$ cat src/rtl/hamming_enc_seq_pkg.sv
// rtl/hamming_enc_seq_pkg.sv - shared ALU op codes, Hamming masks and sequencer types
package hamming_enc_seq_pkg;

    localparam int NSTEPS = 23;

    localparam logic [2:0] kNOP  = 3'd0;
    localparam logic [2:0] kAND  = 3'd1;
    localparam logic [2:0] kBXOR = 3'd3;
    localparam logic [2:0] bRXOR = 3'd5;

    // Index 0..3 selects p1, p2, p4, p8; LO holds d7..d0, HI holds d10..d8.
    localparam logic [7:0] HAM_MLO [4] = '{8'h5B, 8'h6D, 8'h8E, 8'hF0};
    localparam logic [2:0] HAM_MHI [4] = '{3'b101, 3'b110, 3'b111, 3'b111};

    typedef enum logic [1:0] {S_IDLE, S_RUN, S_DONE} seq_state_t;
    typedef enum logic [1:0] {A_LO, A_HI, A_T, A_U} a_sel_t;
    typedef enum logic [2:0] {B_MLO, B_MHI, B_T, B_U, B_P, B_ZERO, B_HI} b_sel_t;
    typedef enum logic [1:0] {D_T, D_U, D_P} dst_t;

    typedef struct packed {
        logic [2:0] cmd;
        a_sel_t     a_sel;
        b_sel_t     b_sel;
        dst_t       dst;
        logic [2:0] pidx;
    } step_ctl_t;

    // p holds {p0, p8, p4, p2, p1}; result bit i is codeword position i.
    function automatic logic [15:0] ham_assemble(logic [7:0] lo, logic [2:0] hi, logic [4:0] p);
        return {hi, lo[7:4], p[3], lo[3:1], p[2], lo[0], p[1], p[0], p[4]};
    endfunction

endpackage

$ cat src/rtl/hamming_enc_seq_if.sv
// rtl/hamming_enc_seq_if.sv - request/grant bus between the encoder and the shared ALU
interface hamming_enc_seq_if;
    logic       alu_req;
    logic       alu_gnt;
    logic [2:0] alu_cmd;
    logic [7:0] alu_a;
    logic [7:0] alu_b;
    logic [7:0] alu_rslt;

    modport master (output alu_req, alu_cmd, alu_a, alu_b, input alu_gnt, alu_rslt);
    modport slave  (input alu_req, alu_cmd, alu_a, alu_b, output alu_gnt, alu_rslt);
endinterface

$ cat src/rtl/hamming_step_rom.sv
// rtl/hamming_step_rom.sv - micro-step decode: step index to ALU op, operand selects and destination
module hamming_step_rom
    import hamming_enc_seq_pkg::*;
(
    input  logic [4:0] i_step,
    output step_ctl_t  o_ctl
);

    logic [1:0] w_k;
    logic [4:0] w_base;
    logic [4:0] w_r;

    always_comb begin
        o_ctl.cmd   = kNOP;
        o_ctl.a_sel = A_LO;
        o_ctl.b_sel = B_ZERO;
        o_ctl.dst   = D_T;
        o_ctl.pidx  = 3'd0;

        if (i_step >= 5'd15)      w_k = 2'd3;
        else if (i_step >= 5'd10) w_k = 2'd2;
        else if (i_step >= 5'd5)  w_k = 2'd1;
        else                      w_k = 2'd0;
        w_base = {1'b0, w_k, 2'b00} + {3'b000, w_k};
        w_r    = i_step - w_base;

        // Steps 0..19: five steps per Hamming parity, 20..22: overall parity.
        if (i_step < 5'd20) begin
            o_ctl.pidx = {1'b0, w_k};
            case (w_r)
                5'd0: begin o_ctl.cmd = kAND;  o_ctl.a_sel = A_LO; o_ctl.b_sel = B_MLO;  o_ctl.dst = D_T; end
                5'd1: begin o_ctl.cmd = bRXOR; o_ctl.a_sel = A_T;  o_ctl.b_sel = B_ZERO; o_ctl.dst = D_T; end
                5'd2: begin o_ctl.cmd = kAND;  o_ctl.a_sel = A_HI; o_ctl.b_sel = B_MHI;  o_ctl.dst = D_U; end
                5'd3: begin o_ctl.cmd = bRXOR; o_ctl.a_sel = A_U;  o_ctl.b_sel = B_ZERO; o_ctl.dst = D_U; end
                5'd4: begin o_ctl.cmd = kBXOR; o_ctl.a_sel = A_T;  o_ctl.b_sel = B_U;    o_ctl.dst = D_P; end
                default: ;
            endcase
        end else begin
            case (i_step)
                5'd20: begin o_ctl.cmd = kBXOR; o_ctl.a_sel = A_LO; o_ctl.b_sel = B_HI; o_ctl.dst = D_T; end
                5'd21: begin o_ctl.cmd = kBXOR; o_ctl.a_sel = A_T;  o_ctl.b_sel = B_P;  o_ctl.dst = D_T; end
                5'd22: begin
                    o_ctl.cmd   = bRXOR;
                    o_ctl.a_sel = A_T;
                    o_ctl.b_sel = B_ZERO;
                    o_ctl.dst   = D_P;
                    o_ctl.pidx  = 3'd4;
                end
                default: ;
            endcase
        end
    end

endmodule

$ cat src/rtl/hamming_enc_seq.sv
// rtl/hamming_enc_seq.sv - SECDED Hamming(15,11)+parity encoder sequenced over a shared 8-bit ALU
module hamming_enc_seq
    import hamming_enc_seq_pkg::*;
(
    input  logic                      clk,
    input  logic                      rst_n,
    input  logic                      start,
    input  logic [10:0]               data_in,
    output logic                      busy,
    output logic                      done,
    output logic [15:0]               code_out,
    hamming_enc_seq_if.master         alu
);

    seq_state_t r_state;
    seq_state_t w_state_nxt;
    logic [4:0]  r_step;
    logic [7:0]  r_lo;
    logic [2:0]  r_hi;
    logic [7:0]  r_t;
    logic [7:0]  r_u;
    logic [4:0]  r_p;
    logic [15:0] r_code;

    step_ctl_t   w_ctl;
    logic [7:0]  w_a;
    logic [7:0]  w_b;
    logic [4:0]  w_p_nxt;
    logic        w_run;
    logic        w_accept;
    logic        w_fire;
    logic        w_last;

    hamming_step_rom u_rom (
        .i_step (r_step),
        .o_ctl  (w_ctl)
    );

    assign w_run    = (r_state == S_RUN);
    assign w_accept = start && (r_state != S_RUN);
    assign w_fire   = w_run && alu.alu_gnt;
    assign w_last   = w_fire && (r_step == 5'(NSTEPS - 1));

    always_comb begin
        w_state_nxt = r_state;
        case (r_state)
            S_IDLE:  if (start) w_state_nxt = S_RUN;
            S_RUN:   if (w_last) w_state_nxt = S_DONE;
            S_DONE:  w_state_nxt = start ? S_RUN : S_IDLE;
            default: w_state_nxt = S_IDLE;
        endcase
    end

    always_comb begin
        w_a = 8'h00;
        case (w_ctl.a_sel)
            A_LO:    w_a = r_lo;
            A_HI:    w_a = {5'b0, r_hi};
            A_T:     w_a = r_t;
            A_U:     w_a = r_u;
            default: w_a = 8'h00;
        endcase
    end

    always_comb begin
        w_b = 8'h00;
        case (w_ctl.b_sel)
            B_MLO:   w_b = HAM_MLO[w_ctl.pidx[1:0]];
            B_MHI:   w_b = {5'b0, HAM_MHI[w_ctl.pidx[1:0]]};
            B_HI:    w_b = {5'b0, r_hi};
            B_T:     w_b = r_t;
            B_U:     w_b = r_u;
            B_P:     w_b = {4'b0, r_p[3:0]};
            default: w_b = 8'h00;
        endcase
    end

    // Next P value is formed here so the final step can assemble the codeword in the same edge.
    always_comb begin
        w_p_nxt = r_p;
        if (w_ctl.dst == D_P) begin
            for (int i = 0; i < 5; i++) begin
                if (w_ctl.pidx == 3'(i)) w_p_nxt[i] = alu.alu_rslt[0];
            end
        end
    end

    assign alu.alu_req = w_run;
    assign alu.alu_cmd = w_run ? w_ctl.cmd : 3'd0;
    assign alu.alu_a   = w_run ? w_a : 8'h00;
    assign alu.alu_b   = w_run ? w_b : 8'h00;

    assign busy     = w_run;
    assign done     = (r_state == S_DONE);
    assign code_out = r_code;

    always_ff @(posedge clk or negedge rst_n) begin
        if (!rst_n) begin
            r_state <= S_IDLE;
            r_step  <= 5'd0;
            r_lo    <= 8'h00;
            r_hi    <= 3'd0;
            r_t     <= 8'h00;
            r_u     <= 8'h00;
            r_p     <= 5'd0;
            r_code  <= 16'h0000;
        end else begin
            r_state <= w_state_nxt;
            if (w_accept) begin
                r_lo   <= data_in[7:0];
                r_hi   <= data_in[10:8];
                r_step <= 5'd0;
            end else if (w_fire) begin
                r_step <= r_step + 5'd1;
                case (w_ctl.dst)
                    D_T:     r_t <= alu.alu_rslt;
                    D_U:     r_u <= alu.alu_rslt;
                    D_P:     r_p <= w_p_nxt;
                    default: ;
                endcase
                if (w_last) r_code <= ham_assemble(r_lo, r_hi, w_p_nxt);
            end
        end
    end

endmodule

$ cat src/flat_wrapper.sv
// flat-port wrapper written by rule: the top's interface ports become plain ports
module hamming_enc_seq_flat import hamming_enc_seq_pkg::*;
  (clk, rst_n, start, data_in, busy, done, code_out, alu_alu_req, alu_alu_cmd, alu_alu_a, alu_alu_b, alu_alu_gnt, alu_alu_rslt);
  hamming_enc_seq_if alu_i ();
  input  logic clk;
  input  logic rst_n;
  input  logic start;
  input  logic [10:0] data_in;
  output logic busy;
  output logic done;
  output logic [15:0] code_out;
  output wire logic [$bits(alu_i.alu_req)-1:0] alu_alu_req;
  output wire logic [$bits(alu_i.alu_cmd)-1:0] alu_alu_cmd;
  output wire logic [$bits(alu_i.alu_a)-1:0] alu_alu_a;
  output wire logic [$bits(alu_i.alu_b)-1:0] alu_alu_b;
  input wire logic [$bits(alu_i.alu_gnt)-1:0] alu_alu_gnt;
  input wire logic [$bits(alu_i.alu_rslt)-1:0] alu_alu_rslt;
  assign alu_alu_req = alu_i.alu_req;
  assign alu_alu_cmd = alu_i.alu_cmd;
  assign alu_alu_a = alu_i.alu_a;
  assign alu_alu_b = alu_i.alu_b;
  assign alu_i.alu_gnt = alu_alu_gnt;
  assign alu_i.alu_rslt = alu_alu_rslt;
  hamming_enc_seq u_core (.clk(clk), .rst_n(rst_n), .start(start), .data_in(data_in), .busy(busy), .done(done), .code_out(code_out), .alu(alu_i));
endmodule
$ cat config.mk
export PLATFORM = sky130hd
export DESIGN_NAME = hamming_enc_seq_flat
export DESIGN_NICKNAME = d
export VERILOG_FILES = /design/src/rtl/hamming_enc_seq_pkg.sv /design/src/rtl/hamming_enc_seq_if.sv /design/src/rtl/hamming_step_rom.sv /design/src/rtl/hamming_enc_seq.sv /design/src/flat_wrapper.sv
export SDC_FILE = /design/constraint.sdc
export NUM_CORES = 1
export LEC_CHECK = 0
export ABC_AREA = 1
export CAP_MARGIN = 20
export CORE_ASPECT_RATIO = 1.75
export CORE_MARGIN = 2
export CORE_UTILIZATION = 27
export CTS_CLUSTER_DIAMETER = 200
export DETAILED_ROUTE_END_ITERATION = 16
export DONT_BUFFER_PORTS = 1
export PLACE_DENSITY_LB_ADDON = 0.1
export SYNTH_ARGS = -nofsm -noshare
export SYNTH_HDL_FRONTEND = slang
export SYNTH_SLANG_ARGS = --single-unit
$ cat constraint.sdc
create_clock -name clk -period 4.3 [get_ports clk]
set_input_delay 0.645 -clock clk [delete_from_list [all_inputs] [get_ports clk]]
set_output_delay 0.645 -clock clk [all_outputs]
set_load 0.05 [all_outputs]
[Word level (Yosys, flattened, before mapping)]
Cells that the tools add are included.
Storage, ports and cells
  bits in latches: 0
  memories: 0
  output and inout bits: 38
  bits in read-only memories: 0
  bits in writable memories: 0
  input bits: 23
  logic and storage cells: 89
  flip-flop bits (word level): 55
Operators by class
  multiply operators: 0
  divide/modulo/power cells: 0
  equality and inequality tests: 26
  add/subtract/negate cells: 3
  bitwise logic cells: 2
  reduce and logical (&&, ||, !) cells: 15
  order comparisons: 5
  shift-type cells: 0
  multiplexer cells: 30
Operators by type and width (number)
  $pmux 10 s5: 1
  $pmux 8 s6: 1
  $mux 8: 4
  $pmux 8 s4: 1
  $pmux 10 s3: 1
  $bmux 8 s2: 1
  $eq 5x5->1 const B: 3
  $mux 5: 3
  $mux 13: 1
  $eq 3x2->1 const B: 4
  $mux 3: 4
  $reduce_and 3->1: 4
  $eq 5x2->1 const B: 2
  $ge 5x4->1 const B: 2
  $eq 3x3->1 const B: 3
  $eq 2x2->1 const B: 4
  $mux 2: 4
  $mux 1: 7
  $bmux 3 s2: 1
  $eq 2x1->1 const B: 3
  $eq 3x1->1 const B: 2
  $logic_not 2->1: 3
  $logic_not 3->1: 2
  $pmux 2 s3: 1
  16 further kinds: 19

[Depth between registers and ports, before layout]
  word-level depth: 15
  depth in mapped cells: 26
  mapped depth without buffers: 25

[Cells and area by module]
From an unflattened synthesis, not the netlist that was laid out.
Unflattened totals
  cell total of the unflattened synthesis: 487
  area, all modules: 3582.2 µm²
By module, submodules not included
  hamming_enc_seq: cells an instance 390, seq. area each 1376.3 µm², times used 1, area each 3034.2 µm²
  hamming_step_rom: cells an instance 97, seq. area each 0.0 µm², times used 1, area each 548.0 µm²

[Least setup slack after synthesis]
No wires, ideal clock.
  path type: register -> output
  start: register u_core.r_step[1]
  end: output port alu_alu_b[3]
  arrival time: 4.225 ns
  cell stages (with the launch flop): 23
  required time: 3.655 ns
  slack: -0.570 ns
  path through: dfrtp_1 > ha_1 > nand2_1 > nor2_1 > ha_1 > nor3_1 > o21ai_0 > ha_1 > inv_1 > ha_1 > or2_2 > fa_1 > inv_1 > nand2_1 > nand2_1 > nand2_1 > nand2_1 > nand2_2 > nand3_1 > nand2_1 > nand2_1 > nand3_1 > a31oi_1
On the way
  word-level cells in the longest chain between the ends: 12
RTL lines
  from (decl): line hamming_enc_seq.sv:17  | logic [4:0] r_step;
  from (signal assigned): line hamming_enc_seq.sv:114  | r_step <= r_step + 5'd1;
  $ge 5x3->1: line hamming_step_rom.sv:22  | else if (i_step >= 5'd5) w_k = 2'd1;
  $mux 1: line hamming_step_rom.sv:22
  $mux 2: line hamming_step_rom.sv:21  | else if (i_step >= 5'd10) w_k = 2'd2;
  $mux 2: line hamming_step_rom.sv:20  | if (i_step >= 5'd15) w_k = 2'd3;
  $add 4x2->5: line hamming_step_rom.sv:24  | w_base = {1'b0, w_k, 2'b00} + {3'b000, w_k};
  $sub 5x5->5: line hamming_step_rom.sv:25  | w_r = i_step - w_base;
  $eq 5x3->1, or another cell as far along: line hamming_step_rom.sv:30  | case (w_r)
  $pmux 10 s5: line hamming_step_rom.sv:30
  $mux 13 *: line hamming_step_rom.sv:28  | if (i_step < 5'd20) begin
  $eq 3x3->1, or another cell as far along: line hamming_enc_seq.sv:67  | case (w_ctl.b_sel)
  $pmux 8 s6 *: line hamming_enc_seq.sv:67
  $mux 8 *: line hamming_enc_seq.sv:91  | assign alu.alu_b = w_run ? w_b : 8'h00;
  to (decl): line flat_wrapper.sv:15  | output wire logic [$bits(alu_i.alu_b)-1:0] alu_alu_b;
Mark *: on every way between the ends. The rest lies on a longest branch, timed or not. The select of a mux whose other input is x is not followed.

[Final worst setup path]
  start: register u_core.r_step[0]
  end: output port alu_alu_b[2]
Same word-level chain as after synthesis.

==> flow_metrics.py <==
metrics = {
    "placement": {
        "io_buffers": 0,
        "place_area_mm2": 0.00428,
        "gp_congestion": 0.882,
        "hpwlAfterDp_um": 8680,
    },
    "clock_network": {
        "clk_latency_ns": 0.30,
        "htree_levels": 2,
        "cts_root_buffer": "clkbuf_16",
        "clock-sinks": 55,
        "cts_tree": "done",
        "path_clk_slew_ns": 0.08,
        "cts_buffers": 5,
        "cts_buffer_depth": 2,
        "cts_hold_buf": 0,
    },
    "logic_synthesis": {
        "synth_area_leaders": "dfrtp_1 (39%), nand2_1 (14%), nand3_1 (7.8%)",
        "netlist_area_mm2": 0.00352,
        "ys_warn_count": 0,
        "yosys.area.top_type": "dfrtp_1",
        "synthCells": 464,
        "synth_top_cell_area_share_pct": 39.1,
        "ys_types": 35,
        "seq_area_frac_synth_pct": 39.1,
        "syn_area_per_cell_um2": 7.58,
        "synth.net_count": 506,
        "ys_ff_latch": 55,
    },
    "global_routing": {
        "grt_pass1_vias": 3376,
        "antenna_found_initial": 0,
        "grt_usage_pct": 16.5,
        "grt_max_degree": 56,
        "gr-total-overflow": 0,
        "grt_first_pass_wirelength_um": 17900,
    },
    "drt": {
        "drt_pre_antenna_iters": 5,
        "viasPerCell": 4.68,
        "wirelength_um": 11400,
        "route.detailed.drc": 0,
        "wl_per_cell_um": 16.5,
        "drtIter0Drc": 128,
        "ant_nets": 0,
        "vias": 3236,
    },
    "timing": {
        "maxSlewHeadroom_pct": 36.2,
        "fin_ws_ns": -0.362,
        "fin_tns_setup_ns": -5.12,
        "drv_slew": 0,
        "worstMarginPinSlew_ns": 0.953,
        "holdWs_ns": 0.0323,
        "min_period_ns": 4.66,
        "timing.final.crit_share_pct": 108,
        "setup_viol": 19,
        "rsz0062_at_grt": "true",
        "fmaxAchievable_mhz": 215,
        "fin_skew_ns": 0.00519,
        "finalHoldViolations": 0,
    },
    "setup_path": {
        "worstReg2RegStart": "u_core.r_step[0]$_DFFE_PN0P_",
        "cp-end-kind": "output pin",
        "max_stage_delay_ns": 0.43,
        "crit_arrival_ns": 4.02,
        "critical_path_class": "flip-flop to output pin",
        "r2r_end": "u_core.r_p[2]$_DFFE_PN0P_",
        "crit_fanout": 5,
        "critPathLaunch": "u_core.r_step[0]$_DFFE_PN0P_",
        "critPathLaunchType": "flip-flop",
        "r2r_slack_ns": 0.31,
        "slowest_stage": "dfrtp_1",
        "critPathRequiredTime_ns": 3.65,
        "r2r_cells": 26,
    },
    "floorplan": {
        "rows": 55,
        "die_area_mm2": 0.0140,
        "core_mm2": 0.0128,
        "die_h_um": 155,
        "chipWidth_um": 90.3,
        "start_util_pct": 27.5,
        "io_pins": 61,
    },
    "layout": {
        "fin_area_mm2": 0.00491,
        "diodes": 0,
        "syn2layout_area_growth_pct": 39.5,
        "layout_commonest_cell": "nand2_1",
        "final_cell_mix": "nand2_1 (117), dfrtp_1 (54), inv_1 (41)",
        "drive_above_1_share_pct": 35.1,
        "nNetsFinal": 562,
    },
    "run_status": {
        "status": "finished, violations left",
        "violations": "setup timing",
    },
    "min_path": {
        "hold_path.class": "input pin to async pin",
    },
    "run": {
        "cap_violations": 0,
    },
}
[metal layers]
metal	global-route usage (%)	up-vias	share of wire, %
li1	-	1616	-
met1	17.1	1515	36
met2	32.4	77	57
met3	2.03	28	2.8
met4	7.84	0	4.3
met5	0	-	0
[sequential cells by signal, indices dropped and copies added (netlist names)]
signal,count
u_core.code_out,16
u_core.r_hi,3
u_core.r_lo,8
u_core.r_p,5
u_core.r_state,2
u_core.r_step,5
u_core.r_t,8
u_core.r_u,8
[worst max path at each step]
stage	to	slack, ns	cells after the start
global route	alu_alu_b[2]	-0.56	26
finish	alu_alu_b[2]	-0.36	25
detailed placement	alu_alu_a[1]	-0.27	25
floorplan	alu_alu_b[3]	-0.003	21
CTS	alu_alu_a[1]	-0.47	25
global placement	alu_alu_a[1]	-0.20	23
[synthesized netlist by cell type]
master,instances
nor3_4,2
buf_2,6
nand4_1,5
o2111ai_1,1
nand2_1,129
nand2_2,2
a21oi_1,15
nor2_4,3
o21ai_1,6
buf_6,1
nand3b_1,3
nor3_1,1
or2_2,2
clkbuf_1,5
a21oi_4,1
mux2_2,11
inv_1,56
a31oi_1,10
inv_2,5
o22ai_1,3
nand3_4,2
o31ai_1,1
inv_4,2
nand4_4,1
nor2_2,1
o21ai_0,17
dfrtp_1,55
buf_4,1
a21oi_2,3
nor2_1,38
nand3_1,55
a41oi_1,1
fa_1,1
ha_1,18
o211ai_1,1
[layout make-up]
type | instances | area, um2
fillers | 1378 | 7890
well taps | 171 | 214
clock buffers | 5 | 125
clock inverters | 3 | 23.8
inverters | 63 | 270
multi-input cells | 335 | 2240
repair buffers | 60 | 652
flip-flops and latches | 55 | 1380
[through the flow]
step / std cells / utilization [%] / setup slack (ns)
2_1_floorplan: 464 / - / -0.00288
3_3_place_gp: 667 / 33.5 / -0.202
3_5_place_dp: 667 / 33.5 / -0.273
4_1_cts: 686 / 36.5 / -0.469
5_1_grt: 692 / 38.3 / -0.563
6_report: 692 / 38.3 / -0.362
[worst max-delay path: cells and delay by family (launching register included)]
| kind | cells | cell delay [ns] |
|---|---|---|
| and+or+nand+nor | 13 | 1.38 |
| adders and majority gates | 5 | 1.18 |
| buffers and inverters | 5 | 0.50 |
| DFF | 1 | 0.43 |
| AOI/OAI and AO/OA | 2 | 0.22 |
[logic make-up (layout without fill, tap and decap cells)]
group | count (synthesis) | in the layout | share of synthesized area [%]
AOI/OAI and AO/OA | 59 | 59 | 9.86
adders and majority gates | 19 | 19 | 6.98
buffers and inverters | 76 | 131 | 8.79
DFF | 55 | 55 | 39.1
muxes | 11 | 11 | 3.52
and+or+nand+nor | 244 | 246 | 31.7
[timing repair]
action	in CTS	in global routing
cloned	2	1
pin swaps	20	30
gates resized for setup	47	40
endpoints found under the setup margin	19	21
buffers inserted	10	5
Power is not shown: default switching activity piles up to over one toggle a cycle in this logic, so the estimate is an artifact.
